File: src/rtl/csr_access_arbiter.sv
// Single owner of the comparator CSR register-file port: arbitrates CPU Avalon-MM transfers against comparator status bit-sets.
// Optional round-robin tie-break under CSR_ARB_ROUND_ROBIN_EN; default build gives the comparator fixed priority.
module csr_access_arbiter #(
  parameter int                    ADDR_WIDTH   = 10,
  parameter int                    DATA_WIDTH   = 32,
  parameter int                    KEY_WIDTH    = 4,
  parameter logic [ADDR_WIDTH-1:0] SUCCESS_ADDR = 10'h010,
  parameter logic [ADDR_WIDTH-1:0] FAIL_ADDR    = 10'h011,
  parameter logic [ADDR_WIDTH-1:0] EXC_ADDR     = 10'h012
) (
  input  logic                  clk,
  input  logic                  reset,
  input  logic [ADDR_WIDTH-1:0] csr_address,
  input  logic                  csr_read,
  input  logic                  csr_write,
  input  logic [DATA_WIDTH-1:0] csr_writedata,
  output logic [DATA_WIDTH-1:0] csr_readdata,
  output logic                  csr_waitrequest,
  input  logic                  comp_status_write,
  input  logic [KEY_WIDTH-1:0]  comp_current_task,
  input  logic                  comp_collision_detected,
  output logic                  comp_status_ack,
  output logic [ADDR_WIDTH-1:0] rf_addr,
  output logic                  rf_wr,
  output logic                  rf_set,
  output logic                  rf_rd,
  output logic [DATA_WIDTH-1:0] rf_wdata,
  input  logic [DATA_WIDTH-1:0] rf_rdata,
  output logic                  irq
);

  typedef enum logic [2:0] {
    IDLE, CPU_WR, CPU_RD, CPU_RDATA, CPU_DONE, COMP_SET, COMP_ACK
  } state_t;

  localparam logic [DATA_WIDTH-1:0] ONE = {{(DATA_WIDTH-1){1'b0}}, 1'b1};

  state_t                state_q;
  logic [DATA_WIDTH-1:0] readdata_q;
  logic                  waitreq_q;
  logic                  ack_q;
  logic [ADDR_WIDTH-1:0] rf_addr_q;
  logic                  rf_wr_q;
  logic                  rf_set_q;
  logic                  rf_rd_q;
  logic [DATA_WIDTH-1:0] rf_wdata_q;
  logic                  irq_q;
  logic                  armed_q;

  logic cpu_req;
  logic comp_req;
  logic grant_cpu;
  logic grant_comp;

  assign cpu_req  = csr_read | csr_write;
  assign comp_req = comp_status_write & armed_q;

`ifdef CSR_ARB_ROUND_ROBIN_EN
  logic last_comp_q;  // 1 = comparator held the most recent grant
  assign grant_cpu  = cpu_req & (~comp_req | last_comp_q);
`else
  assign grant_cpu  = cpu_req & ~comp_req;
`endif
  assign grant_comp = comp_req & ~grant_cpu;

  always_ff @(posedge clk) begin
    if (reset) begin
      state_q    <= IDLE;
      readdata_q <= '0;
      waitreq_q  <= 1'b1;
      ack_q      <= 1'b0;
      rf_addr_q  <= '0;
      rf_wr_q    <= 1'b0;
      rf_set_q   <= 1'b0;
      rf_rd_q    <= 1'b0;
      rf_wdata_q <= '0;
      irq_q      <= 1'b0;
      armed_q    <= 1'b1;
`ifdef CSR_ARB_ROUND_ROBIN_EN
      last_comp_q <= 1'b1;
`endif
    end else begin
      // Strobes and the completion pulse default off so each lasts one cycle
      waitreq_q  <= 1'b1;
      ack_q      <= 1'b0;
      rf_wr_q    <= 1'b0;
      rf_set_q   <= 1'b0;
      rf_rd_q    <= 1'b0;
      rf_addr_q  <= '0;
      rf_wdata_q <= '0;
      if (!comp_status_write) armed_q <= 1'b1;

      case (state_q)
        IDLE: begin
          if (grant_cpu) begin
            rf_addr_q <= csr_address;
            if (csr_write) begin
              state_q    <= CPU_WR;
              rf_wr_q    <= 1'b1;
              rf_wdata_q <= csr_writedata;
              waitreq_q  <= 1'b0;
            end else begin
              state_q <= CPU_RD;
              rf_rd_q <= 1'b1;
            end
`ifdef CSR_ARB_ROUND_ROBIN_EN
            last_comp_q <= 1'b0;
`endif
          end else if (grant_comp) begin
            state_q    <= COMP_SET;
            rf_set_q   <= 1'b1;
            rf_addr_q  <= comp_collision_detected ? FAIL_ADDR : SUCCESS_ADDR;
            rf_wdata_q <= ONE << comp_current_task;
`ifdef CSR_ARB_ROUND_ROBIN_EN
            last_comp_q <= 1'b1;
`endif
          end
        end
        CPU_WR: begin
          if (rf_addr_q == EXC_ADDR) irq_q <= 1'b0;
          state_q <= IDLE;
        end
        CPU_RD: state_q <= CPU_RDATA;
        CPU_RDATA: begin
          readdata_q <= rf_rdata;
          waitreq_q  <= 1'b0;
          state_q    <= CPU_DONE;
        end
        CPU_DONE: state_q <= IDLE;
        COMP_SET: begin
          irq_q   <= 1'b1;
          ack_q   <= 1'b1;
          state_q <= COMP_ACK;
        end
        COMP_ACK: begin
          // Disarm so a request still held after its ack is not served twice
          if (comp_status_write) armed_q <= 1'b0;
          state_q <= IDLE;
        end
        default: state_q <= IDLE;
      endcase
    end
  end

  assign csr_readdata    = readdata_q;
  assign csr_waitrequest = waitreq_q;
  assign comp_status_ack = ack_q;
  assign rf_addr         = rf_addr_q;
  assign rf_wr           = rf_wr_q;
  assign rf_set          = rf_set_q;
  assign rf_rd           = rf_rd_q;
  assign rf_wdata        = rf_wdata_q;
  assign irq             = irq_q;

endmodule

File: config.mk
export PLATFORM = sky130hd
export DESIGN_NAME = csr_access_arbiter
export DESIGN_NICKNAME = d
export VERILOG_FILES = /design/src/rtl/csr_access_arbiter.sv
export SDC_FILE = /design/constraint.sdc
export NUM_CORES = 1
export LEC_CHECK = 0
export CAP_MARGIN = 15
export CORE_MARGIN = 3
export CORE_UTILIZATION = 37
export CTS_CLUSTER_DIAMETER = 200
export CTS_CLUSTER_SIZE = 8
export DETAILED_ROUTE_END_ITERATION = 8
export PLACE_DENSITY = 0.79
export RECOVER_POWER = 100
export SYNTH_ARGS = -nofsm -noshare
export SYNTH_HDL_FRONTEND = slang
export SYNTH_SLANG_ARGS = --single-unit
File: constraint.sdc
create_clock -name clk -period 1.8 [get_ports clk]
set_input_delay 0.18 -clock clk [delete_from_list [all_inputs] [get_ports clk]]
set_output_delay 0.18 -clock clk [all_outputs]
set_load 0.05 [all_outputs]
==> results.ini <==
[logic_synthesis]
avgSynthCellArea_um2=9.33
synth_area_leader_cell=dfxtp_1
synth_area_leaders=dfxtp_1 (60%), nand2_1 (9.3%), a21oi_1 (6.2%)
synth_cell_types=29
synth_top_area_share_pct=59.7
synthCells=302
synth-seq-cells=84
seq_area_frac_synth_pct=59.7
syn_nets=386
synth_warnings=0
synth_area_mm2=0.00282

[hold_path]
hold_start=rf_rdata[14]
hold_class=in2reg
hold_path_end=csr_readdata[14]
holdPathStages=3

[placed_design]
post-place-cells=555
dp_hpwl_um=5950
placed_area_mm2=0.00456
gp_congestion=0.784
pre_cts_ws_ns=0.0984
io_buffers=163

[detailed_routing]
wl_um=7650
drc=0
postRouteAntennaNets=0
top_layer_used=met4
drtPass1Iterations=4
drt-met1-wl_um=3020
drtIter0Drc=130
wl_met2_um=3780
dr_total_vias=2652
route.met3.wl_um=672
wire_per_inst_um=13.4
routed_via_density=4.64

[sta]
period_share_pct=95.7
hold_violations=0
timing.fmax_mhz=580
rsz0062_at_grt=false
fin_hold_ws_ns=0.383
maxSlewViolCount=0
layout_setup_ws_ns=0.0773
slew_headroom_pct=56.8
min_period_ns=1.72
finClkSkew_ns=0.00605
setup_tns_ns=0
finalSetupViolCount=0
tightest_slew_ns=0.648

[cts]
post_cts_buffers=0
cts.clk_slew.worst_paths_ns=0.09
cts.sinks=84
clock_latency_ns=0.34
cts_hold_buf=0
cts_tree=built
cts.root.buffer_cell=clkbuf_8
cts_inserted_buffers=9
cts_resized=0
clk_path_buf_depth=2
cts-htree-levels=3

[global_routing]
grt_max_degree=40
antenna_found_initial=0
track_usage_pct=17.8
grt_pass1_vias=2560
grt_overflow=0
grt_first_pass_wirelength_um=12000

[setup_path]
path_buf_inv=1
worstPathArrival_ns=1.54
worst_r2r_path_depth=3
cp_top_family=buffers and inverters
worstReg2RegEnd=rf_addr[8]
slowest_stage=dlygate4sd3_1
slowest_delay_ns=0.88
cp_max_fo=2
path_class=reg2out
crit_start=csr_readdata[20]
r2r_start=state_q[0]
path_cells=dlygate4sd3_1
required_ns=1.62
endpoint_kind=primary output
worst-r2r-setup-slack_ns=0.22
crit_path_start_kind=flip-flop

[die]
start_util_pct=38.5
die-area_mm2=0.00870
ioPinCount=164
die_height_um=93.3
num_rows=31
die_width_um=93.3
core-area_mm2=0.00733

[pwr]
power_density_mw_per_mm2=834
ir_worst_vdd_mv=0.542
power_leakage_uw=0.00182

[cells_and_area]
final_area_mm2=0.00475
diodes=0
area_growth_pct=68.6
fin_nets=551
drive_above_1_share_pct=6.14
stdcell_count=571

[run_status]
status=complete, no violations

[run]
maxCapViolCount=0

[cell type report]
| class | instances | area, um2 |
|---|---|---|
| repair buffers | 174 | 1700 |
| clock buffers | 10 | 138 |
| well taps | 99 | 124 |
| flip-flops and latches | 84 | 1680 |
| multi-input cells | 198 | 1040 |
| clock inverters | 6 | 71.3 |
| fillers | 606 | 2580 |
[worst max path at each step]
| stage | end | slack [ns] | cells past startpoint |
|---|---|---|---|
| CTS | rf_addr[6] | 0.08 | 1 |
| global placement | rf_addr[5] | 0.15 | 4 |
| detailed placement | rf_addr[8] | 0.1 | 4 |
| floorplan | rf_wdata[16] | 0.38 | 5 |
| finish | csr_readdata[20] | 0.08 | 1 |
| global route | csr_waitrequest | 0.03 | 1 |
[flip-flops by register name (all words and copies together), names as in the netlist]
register,flops
rf_wdata,32
armed_q,1
rf_wr,1
csr_readdata,32
rf_rd,1
rf_set,1
rf_addr,10
irq,1
comp_status_ack,1
csr_waitrequest,1
state_q,3
[layer usage]
| metal | vias up | GRT usage [%] |
|---|---|---|
| met3 | 13 | 6.92 |
| met1 | 1194 | 19.3 |
| met5 | - | 0 |
| met2 | 108 | 30.3 |
| li1 | 1337 | - |
| met4 | 0 | 8.18 |
[report_power, final]
group	internal (uW)	total [uW]	switching, uW
logic	305	664	359
clock network	691	1360	666
registers	1920	1940	27.9
total	2910	3970	1050
[logic make-up (layout without fill, tap and decap cells)]
group | Yosys count | in the layout | share of synthesized area [%]
AO/OA/AOI/OAI | 59 | 59 | 13.0
buffers and inverters | 20 | 190 | 3.33
flip-flops | 84 | 84 | 59.7
AND/OR/NAND/NOR | 139 | 139 | 24.0
[cells in the final DEF, fill, tap and decap left out, types with 2 or more instances in the layout]
master and count:
clkdlybuf4s50_1 125, inv_6 2, nor2_1 23, clkbuf_8 10, clkbuf_2 3, dlygate4sd3_1 38, buf_4 5, and2_0 8
nand3b_1 3, a32oi_1 5, and4_1 2, and2_1 16, a21oi_1 35, a22oi_1 12, or2_2 2, clkinvlp_4 2
nor3_1 2, nand2_1 70, nor2b_1 3, dfxtp_1 84, nor4b_1 2, and4b_1 2, a221oi_1 2, clkbuf_1 3
[Yosys cell counts (all sizes together)]
cell type  number
buf             5
nor2b           4
nand2          70
a21boi          1
o21ai           1
nor4b           2
a32oi           5
nand2b          1
and2           24
nor4bb          1
a21oi          35
nand3b          3
a211o           1
nor3            2
or2             2
clkbuf         15
or4             1
and4b           2
dfxtp          84
and2b           1
a2bb2oi         1
a22oi          12
and3b           1
a211oi          1
a221oi          2
and4            2
nor2           23
[stage by stage]
stage / utilization, % / total power (uW)
after floorplan: - / 2340
after detailed placement: 62.2 / 2670
after global placement: 62.2 / 2660
after global routing: 64.8 / 4140
final: 64.8 / 3970
after CTS: 65.1 / 4040
Power figures use the tool's default switching activity.
